## src/rtl/stopwatch_pkg.sv

```systemverilog
// Shared definitions for the SS.hh stopwatch: FSM encoding, BCD digit limits
// and the position of each digit inside the packed display word.
package stopwatch_pkg;

  typedef enum logic [1:0] {
    ST_IDLE  = 2'd0,
    ST_RUN   = 2'd1,
    ST_PAUSE = 2'd2
  } sw_state_e;

  localparam int NUM_DIGITS = 4;
  localparam int DIGIT_W    = 4;

  localparam logic [3:0] DIGIT_MAX = 4'd9;
  localparam logic [3:0] TSEC_MAX  = 4'd5;

  localparam int DIG_HUND_LSB  = 0;
  localparam int DIG_TENTH_LSB = 4;
  localparam int DIG_SEC_LSB   = 8;
  localparam int DIG_TSEC_LSB  = 12;

  // Digit index 0 is hundredths, index 3 is tens of seconds.
  function automatic logic [3:0] digit_limit(input int idx);
    return (idx == NUM_DIGITS - 1) ? TSEC_MAX : DIGIT_MAX;
  endfunction

  function automatic int digit_lsb(input int idx);
    case (idx)
      0:       return DIG_HUND_LSB;
      1:       return DIG_TENTH_LSB;
      2:       return DIG_SEC_LSB;
      default: return DIG_TSEC_LSB;
    endcase
  endfunction

endpackage

```

## src/rtl/stopwatch_bcd_btn_debounce.sv

```systemverilog
// One push-button input path: 2-FF synchronizer, 1 ms sampled debouncer and
// a single-cycle pulse on each accepted rising edge of the stable level.
module btn_debounce #(
  parameter int DEB_MS = 20
) (
  input  logic clk,
  input  logic rst,
  input  logic ce1ms_i,
  input  logic btn_i,
  output logic press_o
);
  import stopwatch_pkg::*;

  localparam int CW = (DEB_MS > 1) ? $clog2(DEB_MS) : 1;
  localparam logic [CW-1:0] CNT_LAST = CW'(DEB_MS - 1);

  logic          sync1_q;
  logic          sync2_q;
  logic          stable_q;
  logic          stable_d;
  logic          press_q;
  logic          press_d;
  logic [CW-1:0] cnt_q;
  logic [CW-1:0] cnt_d;

  always_ff @(posedge clk) begin
    if (rst) begin
      sync1_q <= 1'b0;
      sync2_q <= 1'b0;
    end else begin
      sync1_q <= btn_i;
      sync2_q <= sync1_q;
    end
  end

  // cnt_q holds how many consecutive samples already disagreed with stable_q.
  always_comb begin
    cnt_d    = cnt_q;
    stable_d = stable_q;
    press_d  = 1'b0;
    if (ce1ms_i) begin
      if (sync2_q != stable_q) begin
        if (cnt_q == CNT_LAST) begin
          stable_d = sync2_q;
          cnt_d    = '0;
          press_d  = sync2_q;
        end else begin
          cnt_d = cnt_q + 1'b1;
        end
      end else begin
        cnt_d = '0;
      end
    end
  end

  always_ff @(posedge clk) begin
    if (rst) begin
      cnt_q    <= '0;
      stable_q <= 1'b0;
      press_q  <= 1'b0;
    end else begin
      cnt_q    <= cnt_d;
      stable_q <= stable_d;
      press_q  <= press_d;
    end
  end

  assign press_o = press_q;

endmodule

```

## src/rtl/stopwatch_bcd.sv

```systemverilog
// Seconds/hundredths stopwatch producing packed BCD SS.hh for the display
// driver, timed only by the driver's 1 ms count-enable.
module stopwatch_bcd #(
  parameter int CE_PER_TICK = 10,
  parameter int DEB_MS      = 20
) (
  input  logic        clk,
  input  logic        rst,
  input  logic        ce1ms,
  input  logic        btn_ss,
  input  logic        btn_clr,
  output logic [15:0] dat,
  output logic        running,
  output logic        ovf
);
  import stopwatch_pkg::*;

  localparam int PW = (CE_PER_TICK > 1) ? $clog2(CE_PER_TICK) : 1;
  localparam logic [PW-1:0] PRESC_TERM = PW'(CE_PER_TICK - 1);

  logic            p_ss;
  logic            p_clr;
  sw_state_e       state_q;
  sw_state_e       state_d;
  logic [PW-1:0]   presc_q;
  logic [PW-1:0]   presc_d;
  logic            tick;
  logic            ovf_q;
  logic            ovf_d;
  logic [NUM_DIGITS:0] carry;

  btn_debounce #(.DEB_MS(DEB_MS)) u_deb_ss (
    .clk     (clk),
    .rst     (rst),
    .ce1ms_i (ce1ms),
    .btn_i   (btn_ss),
    .press_o (p_ss)
  );

  btn_debounce #(.DEB_MS(DEB_MS)) u_deb_clr (
    .clk     (clk),
    .rst     (rst),
    .ce1ms_i (ce1ms),
    .btn_i   (btn_clr),
    .press_o (p_clr)
  );

  // Clear has priority over start/stop in the same cycle.
  always_comb begin
    state_d = state_q;
    if (p_clr) begin
      state_d = ST_IDLE;
    end else if (p_ss) begin
      case (state_q)
        ST_IDLE:  state_d = ST_RUN;
        ST_RUN:   state_d = ST_PAUSE;
        ST_PAUSE: state_d = ST_RUN;
        default:  state_d = ST_IDLE;
      endcase
    end
  end

  always_ff @(posedge clk) begin
    if (rst) begin
      state_q <= ST_IDLE;
    end else begin
      state_q <= state_d;
    end
  end

  // Prescaler only moves in RUN, so a partial tick survives PAUSE.
  always_comb begin
    presc_d = presc_q;
    tick    = 1'b0;
    if (p_clr) begin
      presc_d = '0;
    end else if (state_q == ST_RUN && ce1ms) begin
      if (presc_q == PRESC_TERM) begin
        presc_d = '0;
        tick    = 1'b1;
      end else begin
        presc_d = presc_q + 1'b1;
      end
    end
  end

  always_ff @(posedge clk) begin
    if (rst) begin
      presc_q <= '0;
    end else begin
      presc_q <= presc_d;
    end
  end

  assign carry[0] = tick;

  genvar gi;
  generate
    for (gi = 0; gi < NUM_DIGITS; gi++) begin : g_digit
      localparam int LSB = digit_lsb(gi);
      localparam logic [3:0] LIMIT = digit_limit(gi);

      logic [3:0] digit_q;
      logic [3:0] digit_d;
      logic       at_max;

      assign at_max       = (digit_q >= LIMIT);
      assign carry[gi+1]  = carry[gi] & at_max;

      always_comb begin
        digit_d = digit_q;
        if (p_clr) begin
          digit_d = 4'd0;
        end else if (carry[gi]) begin
          digit_d = at_max ? 4'd0 : digit_q + 4'd1;
        end
      end

      always_ff @(posedge clk) begin
        if (rst) begin
          digit_q <= 4'd0;
        end else begin
          digit_q <= digit_d;
        end
      end

      assign dat[LSB +: DIGIT_W] = digit_q;
    end
  endgenerate

  // A carry out of the top digit is the 59.99 -> 00.00 wrap.
  always_comb begin
    ovf_d = ovf_q;
    if (p_clr) begin
      ovf_d = 1'b0;
    end else if (carry[NUM_DIGITS]) begin
      ovf_d = 1'b1;
    end
  end

  always_ff @(posedge clk) begin
    if (rst) begin
      ovf_q <= 1'b0;
    end else begin
      ovf_q <= ovf_d;
    end
  end

  assign running = (state_q == ST_RUN);
  assign ovf     = ovf_q;

endmodule

```

## config.mk

```make
export PLATFORM = sky130hd
export DESIGN_NAME = stopwatch_bcd
export DESIGN_NICKNAME = d
export VERILOG_FILES = /design/src/rtl/stopwatch_pkg.sv /design/src/rtl/stopwatch_bcd_btn_debounce.sv /design/src/rtl/stopwatch_bcd.sv
export SDC_FILE = /design/constraint.sdc
export NUM_CORES = 1
export LEC_CHECK = 0
export ABC_AREA = 1
export CORE_AREA = 2 2 63 65
export DETAILED_ROUTE_END_ITERATION = 12
export DIE_AREA = 0 0 65 67
export HOLD_SLACK_MARGIN = 0.15
export PLACE_DENSITY = 0.8
export SLEW_MARGIN = 20
export SYNTH_ARGS = -nofsm -noshare
export SYNTH_HDL_FRONTEND = slang
export SYNTH_SLANG_ARGS = --single-unit
```

## constraint.sdc

```tcl
create_clock -name clk -period 2.2 [get_ports clk]
set_input_delay 0.66 -clock clk [delete_from_list [all_inputs] [get_ports clk]]
set_output_delay 0.66 -clock clk [all_outputs]
set_load 0.03 [all_outputs]
```

==> flow_summary.json, run 1 <==
{
  "outcome": "finished, final reports clean",
  "grt_busiest_layer": "met2",
  "grt.met3_usage_pct": 6.08,
  "dpl_cell_area_mm2": 0.00238,
  "max_slew.worst_pin.slew_ns": 0.312,
  "final_common_cell": "nand2_1",
  "ys_ff_latch": 41,
  "met2_usage_pct": 34.8,
  "cts_htree_levels": 2,
  "critical-path-top-delay-family": "buffers and inverters",
  "synth_area_per_cell_um2": 7.42,
  "fin_area_mm2": 0.00248,
  "layout_common_cells": "49 x nand2_1, 45 x inv_1, 41 x dfxtp_1",
  "drtAntennaViolNets": 0,
  "cp.arrival_ns": 1.44,
  "start_kind": "flop",
  "power_frac_clock_pct": 40.3,
  "die_area_mm2": 0.00436,
  "synthDominantCellAreaShare_pct": 39.6,
  "grt_first_pass_wirelength_mm": 6.87,
  "vias_per_cell": 5.00,
  "crit_buf_inv": 1,
  "cts_made_buffers": 5,
  "drt_pass1_iterations": 4,
  "port_buffers": 22,
  "rrSetupSlack_ns": 0.50,
  "synthTopCellsByArea": "dfxtp_1 40%, nand2_1 8.9%, ha_1 8.5%",
  "hold_viol_final": 0,
  "placementRows": 22,
  "crit_chain": "clkdlybuf4s50_1",
  "holdPathStages": 2,
  "pwr_density_cell_mw_per_mm2": 539,
  "grt_pass1_vias": 1651,
  "synth_area_mm2": 0.00207,
  "fin_skew_ns": 0.00597,
  "p_leak_nw": 1.05,
  "synth.distinct_cells": 28,
  "swShare_pct": 21.6,
  "drive_above_1_share_pct": 9.29,
  "drt_iter0_drc": 71,
  "grt_setup_unrepaired": "false",
  "grt_max_degree": 15,
  "criticalPathCategory": "reg -> out",
  "maxCapViolations": 0,
  "synth_top_area_cell": "dfxtp_1",
  "start_util_pct": 57.4,
  "cp.depth": 1,
  "worstSkewPairLatency_ns": 0.30,
  "clk_path_buf_depth": 2,
  "fin_setup_tns_ns": 0,
  "required_ns": 1.54,
  "cpPeakStageDelay_ns": 0.71,
  "place_congestion": 0.826,
  "finalSetupViolCount": 0,
  "fin_ws_ns": 0.0979,
  "vdd_drop_max_uv": 409,
  "synthToLayoutAreaGrowth_pct": 19.9,
  "worst-r2r-cell-count": 10,
  "min_period_ns": 2.10,
  "die_h_um": 67,
  "cpMaxStageDelayCell": "clkdlybuf4s50_1",
  "fmax_mhz": 476,
  "synth_cells": 279,
  "p_total_mw": 1.34,
  "cts_tree": "yes",
  "slew_violations": 0,
  "cts.clk_slew.worst_paths_ns": 0.07,
  "worst_setup_path_end_kind": "output port",
  "grt.met1_usage_pct": 24.0,
  "grt_util_all_layers_pct": 21.0,
  "cp_max_fo": 6,
  "hp-class": "reg -> reg",
  "min_period_over_period_pct": 95.6,
  "nets": 330,
  "wl_mm": 3.96,
  "grt_overflow": 0,
  "maxSlewHeadroom_pct": 79.1,
  "p_sw_mw": 0.289,
  "ys_warn_count": 0,
  "holdBufCountCts": 0,
  "cts_sinks": 41,
  "combPwrFrac_pct": 3.6,
  "p_seq_share_pct": 56.1,
  "core_area_mm2": 0.00361,
  "boundaryPins": 23,
  "p_int_mw": 1.05,
  "synth_nets": 298,
  "yosysSeqAreaShare_pct": 39.6,
  "diodes": 0,
  "die_w_um": 65,
  "hpwl_mm": 2.95,
  "vias": 1801,
  "place_ws_ns": 0.0501,
  "drc_errors": 0,
  "antenna_found_initial": 0,
  "cts-root-buf": "clkbuf_8",
  "wl_per_cell_um": 11.0
}
## state kept, by name, summed over array words and instances, names as in the netlist
name / count
g_digit.digit_q: 16
ovf: 1
presc_q: 4
state_q: 2
u_deb_clr.cnt_q: 5
u_deb_clr.press_o: 1
u_deb_clr.stable_q: 1
u_deb_clr.sync1_q: 1
u_deb_clr.sync2_q: 1
u_deb_ss.cnt_q: 5
u_deb_ss.press_o: 1
u_deb_ss.stable_q: 1
u_deb_ss.sync1_q: 1
u_deb_ss.sync2_q: 1
## what timing repair did
item | in CTS | in global routing
gates resized for setup | 1 | 0
buffers inserted | 0 | 0
setup endpoints to repair | 1 | 0
## routing by layer
metal	wire [um]	share of wire, %
met2	1840	46
met5	0	0
met3	162	4.1
met4	112	2.8
met1	1840	47
## final timing paths
path                              start                     to
setup / recovery  g_digit[1].digit_q[0]                 dat[4]
hold / removal        u_deb_clr.sync1_q      u_deb_clr.sync2_q
setup reg to reg  g_digit[0].digit_q[0]  g_digit[3].digit_q[2]
hold reg to reg       u_deb_clr.sync1_q      u_deb_clr.sync2_q
## cells in the mapped netlist
| cell | n |
|---|---|
| xnor2_1 | 5 |
| buf_2 | 2 |
| clkinv_1 | 1 |
| nor2_1 | 36 |
| nor3_1 | 5 |
| nand3b_1 | 1 |
| a21oi_1 | 19 |
| or2_2 | 1 |
| o21ai_1 | 1 |
| nor2_2 | 2 |
| nand2_1 | 49 |
| nand2_2 | 3 |
| o21ai_0 | 10 |
| dfxtp_1 | 41 |
| a211oi_1 | 3 |
| inv_2 | 2 |
| clkbuf_1 | 1 |
| xor2_1 | 5 |
| nand3_4 | 1 |
| nand4_2 | 1 |
| nand3_1 | 13 |
| nand4_1 | 11 |
| and3_1 | 1 |
| inv_1 | 45 |
| nor2_4 | 4 |
| a21boi_0 | 1 |
| ha_1 | 14 |
| a21oi_2 | 1 |
## stage by stage
step / cells / hold WS, ns / util [%]
global placement: 352 / 0.392 / 66.1
floorplan: 279 / 0.388 / -
CTS: 360 / 0.418 / 68.8
finish: 360 / 0.411 / 68.8
detailed placement: 352 / 0.406 / 66.1
global route: 360 / 0.432 / 68.8
## cells by family after synthesis
kind of cell / share of synthesized area, %
adder cells (fa/ha/maj): 8.46
buffers and inverters: 9.37
XOR/XNOR: 4.23
AND/OR/NAND/NOR: 29.2
flip-flops: 39.6
AO/OA/AOI/OAI: 9.12
## cell type report
type / count / area [um^2]
multi-input cells: 187 / 1060
fillers: 304 / 1120
well taps: 48 / 60.1
flip-flops and latches: 41 / 821
repair buffers: 28 / 264
clock inverters: 1 / 5.00
inverters: 48 / 180
clock buffers: 7 / 96.3
## power by group through the flow
| stage | Sequential (mW) | Combinational [mW] | Clock [mW] |
|---|---|---|---|
| finish | 0.751 | 0.0485 | 0.540 |
| global placement | 0.768 | 0.0473 | 0 |
| global route | 0.751 | 0.0539 | 0.594 |
| detailed placement | 0.768 | 0.0484 | 0 |
| CTS | 0.751 | 0.0488 | 0.557 |
| floorplan | 0.767 | 0.0274 | 0 |
No activity file was read; power rests on OpenSTA's default activity.
==> run 2: changes to the inputs <==
- CORE_AREA: 2 2 63 65 -> 2 2 62 64
- DIE_AREA: 0 0 65 67 -> 0 0 64 66
- HOLD_SLACK_MARGIN: 0.15 -> unset
- PLACE_DENSITY: 0.8 -> 0.82
==> flow_summary.json, run 2 (synthesized netlist as in run 1, its figures left out) <==
{
  "max_slew.worst_pin.slew_ns": 0.332,
  "final_common_cell": "nand2_1",
  "antenna_found_initial": 0,
  "grt_first_pass_wirelength_mm": 6.60,
  "min_period_over_period_pct": 97.7,
  "place_ws_ns": 0.0811,
  "placementRows": 22,
  "die_h_um": 66,
  "clk_path_buf_depth": 2,
  "place_congestion": 0.784,
  "diodes": 0,
  "vias": 1778,
  "p_seq_share_pct": 64.8,
  "start_util_pct": 58.3,
  "fmax_mhz": 465,
  "worst_setup_path_end_kind": "output port",
  "drt_pass1_iterations": 4,
  "finalSetupViolCount": 0,
  "maxCapViolations": 0,
  "drc_errors": 0,
  "port_buffers": 22,
  "p_int_mw": 0.896,
  "nets": 331,
  "p_leak_nw": 1.06,
  "hold_viol_final": 0,
  "crit_buf_inv": 1,
  "slew_violations": 0,
  "p_total_mw": 1.16,
  "p_sw_mw": 0.264,
  "min_period_ns": 2.15,
  "cpMaxStageDelayCell": "clkdlybuf4s50_1",
  "boundaryPins": 23,
  "holdWs_ns": 0.413,
  "hpwl_mm": 2.90,
  "drive_above_1_share_pct": 8.63,
  "synthToLayoutAreaGrowth_pct": 17.9,
  "cts_sinks": 41,
  "die_w_um": 64,
  "crit_chain": "clkdlybuf4s50_1",
  "layout_common_cells": "49 x nand2_1, 45 x inv_1, 41 x dfxtp_1",
  "cts_htree_levels": 2,
  "required_ns": 1.54,
  "grt_setup_unrepaired": "false",
  "fill_cells": 299,
  "criticalPathCategory": "reg -> out",
  "grt_overflow": 0,
  "pwr_density_cell_mw_per_mm2": 475,
  "power_frac_clock_pct": 31.0,
  "hp-class": "reg -> reg",
  "fin_setup_tns_ns": 0,
  "cp.arrival_ns": 1.49,
  "maxSlewHeadroom_pct": 77.8,
  "critical-path-top-delay-family": "buffers and inverters",
  "cts_tree": "yes",
  "cts_made_buffers": 5,
  "fin_ws_ns": 0.0513,
  "cpPeakStageDelay_ns": 0.71,
  "outcome": "finished, final reports clean",
  "fin_skew_ns": 0.00930,
  "core_area_mm2": 0.00355,
  "start_kind": "flop",
  "vias_per_cell": 4.93,
  "cts_setup_buffers": 0,
  "swShare_pct": 22.8,
  "regMostFlops": "g_digit.digit_q",
  "drtAntennaViolNets": 0,
  "grt_util_all_layers_pct": 19.8,
  "cp_max_fo": 5,
  "drt_iter0_drc": 84,
  "grt_max_degree": 15,
  "cts.clk_slew.worst_paths_ns": 0.12,
  "die_area_mm2": 0.00422,
  "combPwrFrac_pct": 4.3,
  "reg_top3": "g_digit.digit_q: 16 flops, u_deb_clr.cnt_q: 5 flops, u_deb_ss.cnt_q: 5 flops",
  "cts-root-buf": "clkbuf_4",
  "wl_per_cell_um": 10.4,
  "worstSkewPairLatency_ns": 0.34,
  "largest_register_ffs": 16,
  "grt_pass1_vias": 1607,
  "wl_mm": 3.76,
  "holdBufCountCts": 0,
  "vdd_drop_max_uv": 408
}
## run 2: changes by cell type in the layout (fill, tap and decap cells not counted)
| cell | change |
|---|---|
| clkbuf_8 | -7 |
| clkbuf_4 | +5 |
| dlymetal6s2s_1 | +2 |
| clkbuf_1 | +3 |
| clkdlybuf4s50_1 | -2 |
| buf_4 | +1 |
| clkinv_2 | -1 |
## run 2: metal layers
layer / global-route usage, % / part of all wire, % / vias to the layer above
li1: - / - / 952
met1: 22.6 / 46 / 785
met2: 35.3 / 49 / 34
met3: 4.09 / 3.2 / 7
met4: 8.97 / 1.8 / 0
met5: 0 / 0 / -
## run 2: power by group through the flow
| stage | logic, mW | clock network (mW) | registers, mW |
|---|---|---|---|
| 2_1_floorplan | 0.0274 | 0 | 0.767 |
| 3_3_place_gp | 0.0487 | 0 | 0.768 |
| 3_5_place_dp | 0.0496 | 0 | 0.768 |
| 4_1_cts | 0.0498 | 0.369 | 0.751 |
| 5_1_grt | 0.0550 | 0.405 | 0.753 |
| 6_report | 0.0497 | 0.359 | 0.751 |
## run 2: path summary, 6_finish.rpt
kind | slack [ns] | end | startpoint | depth (start not counted)
setup / recovery | 0.05 | dat[10] | g_digit[2].digit_q[2] | 1
hold / removal | 0.41 | u_deb_clr.sync2_q | u_deb_clr.sync1_q | 2
setup reg to reg | 0.51 | g_digit[3].digit_q[2] | g_digit[0].digit_q[0] | 10
hold reg to reg | 0.41 | u_deb_clr.sync2_q | u_deb_clr.sync1_q | 2
## run 2: per-stage QoR
stage | std cells | util [%] | instance area, um^2
final | 361 | 68.8 | 2440
after CTS | 361 | 68.6 | 2440
after global placement | 353 | 67.3 | 2390
after detailed placement | 353 | 67.3 | 2390
after global routing | 361 | 68.8 | 2440
after floorplan | 279 | - | 2070
## run 2: cell type report
cell class	instances	area, um^2	share of cell area [%]
Clock buffer	8	48.8	2.00
Inverter	48	180	7.38
Multi-Input combinational cell	187	1060	43.2
Sequential cell	41	821	33.6
Tap cell	48	60.1	2.46
Timing Repair Buffer	29	277	11.3
## run 2: tightest hold or removal path, delay by kind of cell (launching register included)
family,cells,cell delay [ns]
flip-flops,1,0.32
buffers and inverters,1,0.04
AND/OR/NAND/NOR,1,0.03
## run 2: timing repair
item | CTS | global route
hold endpoints to repair | 0 | 0
cloned | 0 | 0
setup endpoints to repair | 1 | 2
resized for setup | 1 | 2
==> run 3: changes to the inputs <==
- ABC_AREA: 1 -> unset
- CTS_CLUSTER_SIZE: unset -> 14
- PLACE_DENSITY: 0.82 -> 0.81
==> flow_summary.json, run 3 <==
{
  "start_kind": "flop",
  "min_period_ns": 2.11,
  "synth_top_family_by_area": "simple AND/OR/NAND/NOR gates",
  "yosysSeqAreaShare_pct": 40.8,
  "post-place-cells": 295,
  "clk_path_buf_depth": 2,
  "max_slew.worst_pin.slew_ns": 0.434,
  "maxSlewHeadroom_pct": 70.9,
  "cts.clk_slew.worst_paths_ns": 0.12,
  "hp-class": "reg -> reg",
  "port_buffers": 22,
  "ys_ff_latch": 41,
  "wl_per_cell_um": 12.2,
  "cpMaxStageDelayCell": "clkdlybuf4s50_1",
  "die_w_um": 64,
  "drt_pass1_iterations": 4,
  "p_total_mw": 1.15,
  "met2WireLength_mm": 1.79,
  "critical-path-top-delay-family": "buffers and inverters",
  "synth_area_per_cell_um2": 9.27,
  "worst_setup_path_end_kind": "output port",
  "synth.distinct_cells": 51,
  "cpPeakStageDelay_ns": 0.69,
  "crit_buf_inv": 1,
  "fin_ws_ns": 0.0906,
  "pwr_density_cell_mw_per_mm2": 472,
  "grt_first_pass_wirelength_mm": 6.52,
  "hold_viol_final": 0,
  "cp.arrival_ns": 1.45,
  "cts_htree_levels": 2,
  "cts-root-buf": "clkbuf_4",
  "die_area_mm2": 0.00422,
  "vdd_drop_max_uv": 464,
  "synth_edf_count": 0,
  "finalSetupViolCount": 0,
  "synth_area_mm2": 0.00201,
  "placementRows": 22,
  "fill_cells": 277,
  "drc_errors": 0,
  "synthTopCellsByCount": "41 x dfxtp_1, 17 x nor2_1, 14 x ha_1, 14 x inv_1, 14 x nand2_1",
  "nets": 273,
  "grt_pass1_vias": 1491,
  "die_h_um": 66,
  "fin_skew_ns": 0.00402,
  "drt_iter0_drc": 115,
  "fmax_mhz": 474,
  "slew_violations": 0,
  "synthToLayoutAreaGrowth_pct": 21.5,
  "final_cells": 303,
  "reg_top3": "g_digit.digit_q: 16 flops, u_deb_clr.cnt_q: 5 flops, u_deb_ss.cnt_q: 5 flops",
  "synthTopCellsByArea": "dfxtp_1 41%, ha_1 8.7%, a21oi_1 3.2%",
  "boundaryPins": 23,
  "cts_sinks": 41,
  "synth_top_area_cell": "dfxtp_1",
  "synth_top_flop_cell": "dfxtp_1",
  "synthArstFlopShare_pct": 0,
  "dr_wl_met3_um": 134,
  "multi_input_area_mm2": 0.00110,
  "final_common_cell": "dfxtp_1",
  "synth.area.mux_share_pct": 1.99,
  "cts_made_buffers": 5,
  "synth_adder_area_share_pct": 8.71,
  "drive_above_1_share_pct": 11.8,
  "wl_met1_mm": 1.73,
  "hpwl_mm": 2.65,
  "post-route-util_pct": 68.8,
  "worstSkewPairLatency_ns": 0.34,
  "place_congestion": 0.813,
  "synth_compound_area_share_pct": 13.5,
  "synth_cells": 217,
  "drtAntennaViolNets": 0,
  "crit_chain": "clkdlybuf4s50_1",
  "vias_per_cell": 5.42,
  "ys_warn_count": 0,
  "maxCapViolations": 0,
  "cp_max_fo": 5,
  "min_period_over_period_pct": 95.9,
  "grt_max_degree": 17,
  "layout_common_cells": "41 x dfxtp_1, 17 x nor2_1, 16 x buf_4",
  "synth_most_common_cell": "dfxtp_1",
  "top_layer": "met4",
  "grt_overflow": 0,
  "required_ns": 1.54,
  "core_area_mm2": 0.00355,
  "synthDominantCellAreaShare_pct": 40.8,
  "diodes": 0,
  "regMostFlops": "g_digit.digit_q",
  "start_util_pct": 56.7,
  "seq_area_um2": 821,
  "synth-simple-area-share_pct": 25.1,
  "fin_setup_tns_ns": 0,
  "largest_register_ffs": 16,
  "place_ws_ns": -0.0667,
  "synth_nets": 236,
  "cts_tree": "yes",
  "grt_util_all_layers_pct": 19.7,
  "p_leak_nw": 1.13,
  "grt_setup_unrepaired": "false",
  "wl_mm": 3.70,
  "antenna_found_initial": 0,
  "synth_xor_area_share_pct": 5.22,
  "outcome": "finished, final reports clean",
  "criticalPathCategory": "reg -> out",
  "vias": 1643
}
## run 3: power by group
group / switching, mW / total [mW] / internal (mW)
logic: 0.0238 / 0.0460 / 0.0222
clock network: 0.235 / 0.357 / 0.122
registers: 0.00351 / 0.751 / 0.747
total: 0.263 / 1.15 / 0.891
## run 3: per-layer routing
layer  up-vias  global-route usage (%)
met4         0                    7.61
met2        28                    32.3
met5         -                       0
li1        855                       -
met3         5                    6.30
met1       755                    23.9
## run 3: cells by family (layout without fill, tap and decap cells)
| group | Yosys count | count (layout) |
|---|---|---|
| mux | 4 | 4 |
| compound gates | 41 | 41 |
| fa+ha+maj | 14 | 14 |
| simple gates | 83 | 83 |
| xor+xnor | 12 | 12 |
| flops | 41 | 41 |
| buf+inv | 22 | 60 |
## run 3: worst paths after layout
check / from / end / slack [ns] / cells past startpoint
worst min-delay path: u_deb_ss.sync1_q / u_deb_ss.sync2_q / 0.46 / 1
worst max register to register: g_digit[0].digit_q[1] / g_digit[1].digit_q[3] / 0.37 / 7
worst max-delay path: g_digit[1].digit_q[1] / dat[5] / 0.09 / 1
worst min register to register: u_deb_ss.sync1_q / u_deb_ss.sync2_q / 0.46 / 1
## run 3: cell type report
cell class,instances,share of cell area (%)
well taps,48,2.46
clock inverters,2,0.410
inverters,14,2.15
repair buffers,38,14.8
clock buffers,6,1.69
flip-flops and latches,41,33.6
multi-input cells,154,44.9
## run 3: repair_timing
item	CTS	global route
gates resized for setup	2	10
endpoints found under the hold margin	0	0
setup buffers	0	0
gates cloned	0	0
setup endpoints to repair	2	10
hold buffers	0	0
## run 3: stage by stage
| step | hold slack [ns] | cell area, um^2 |
|---|---|---|
| final | 0.457 | 2440 |
| after global routing | 0.475 | 2440 |
| after CTS | 0.462 | 2420 |
| after detailed placement | 0.435 | 2370 |
| after global placement | 0.419 | 2370 |
| after floorplan | 0.414 | 2010 |
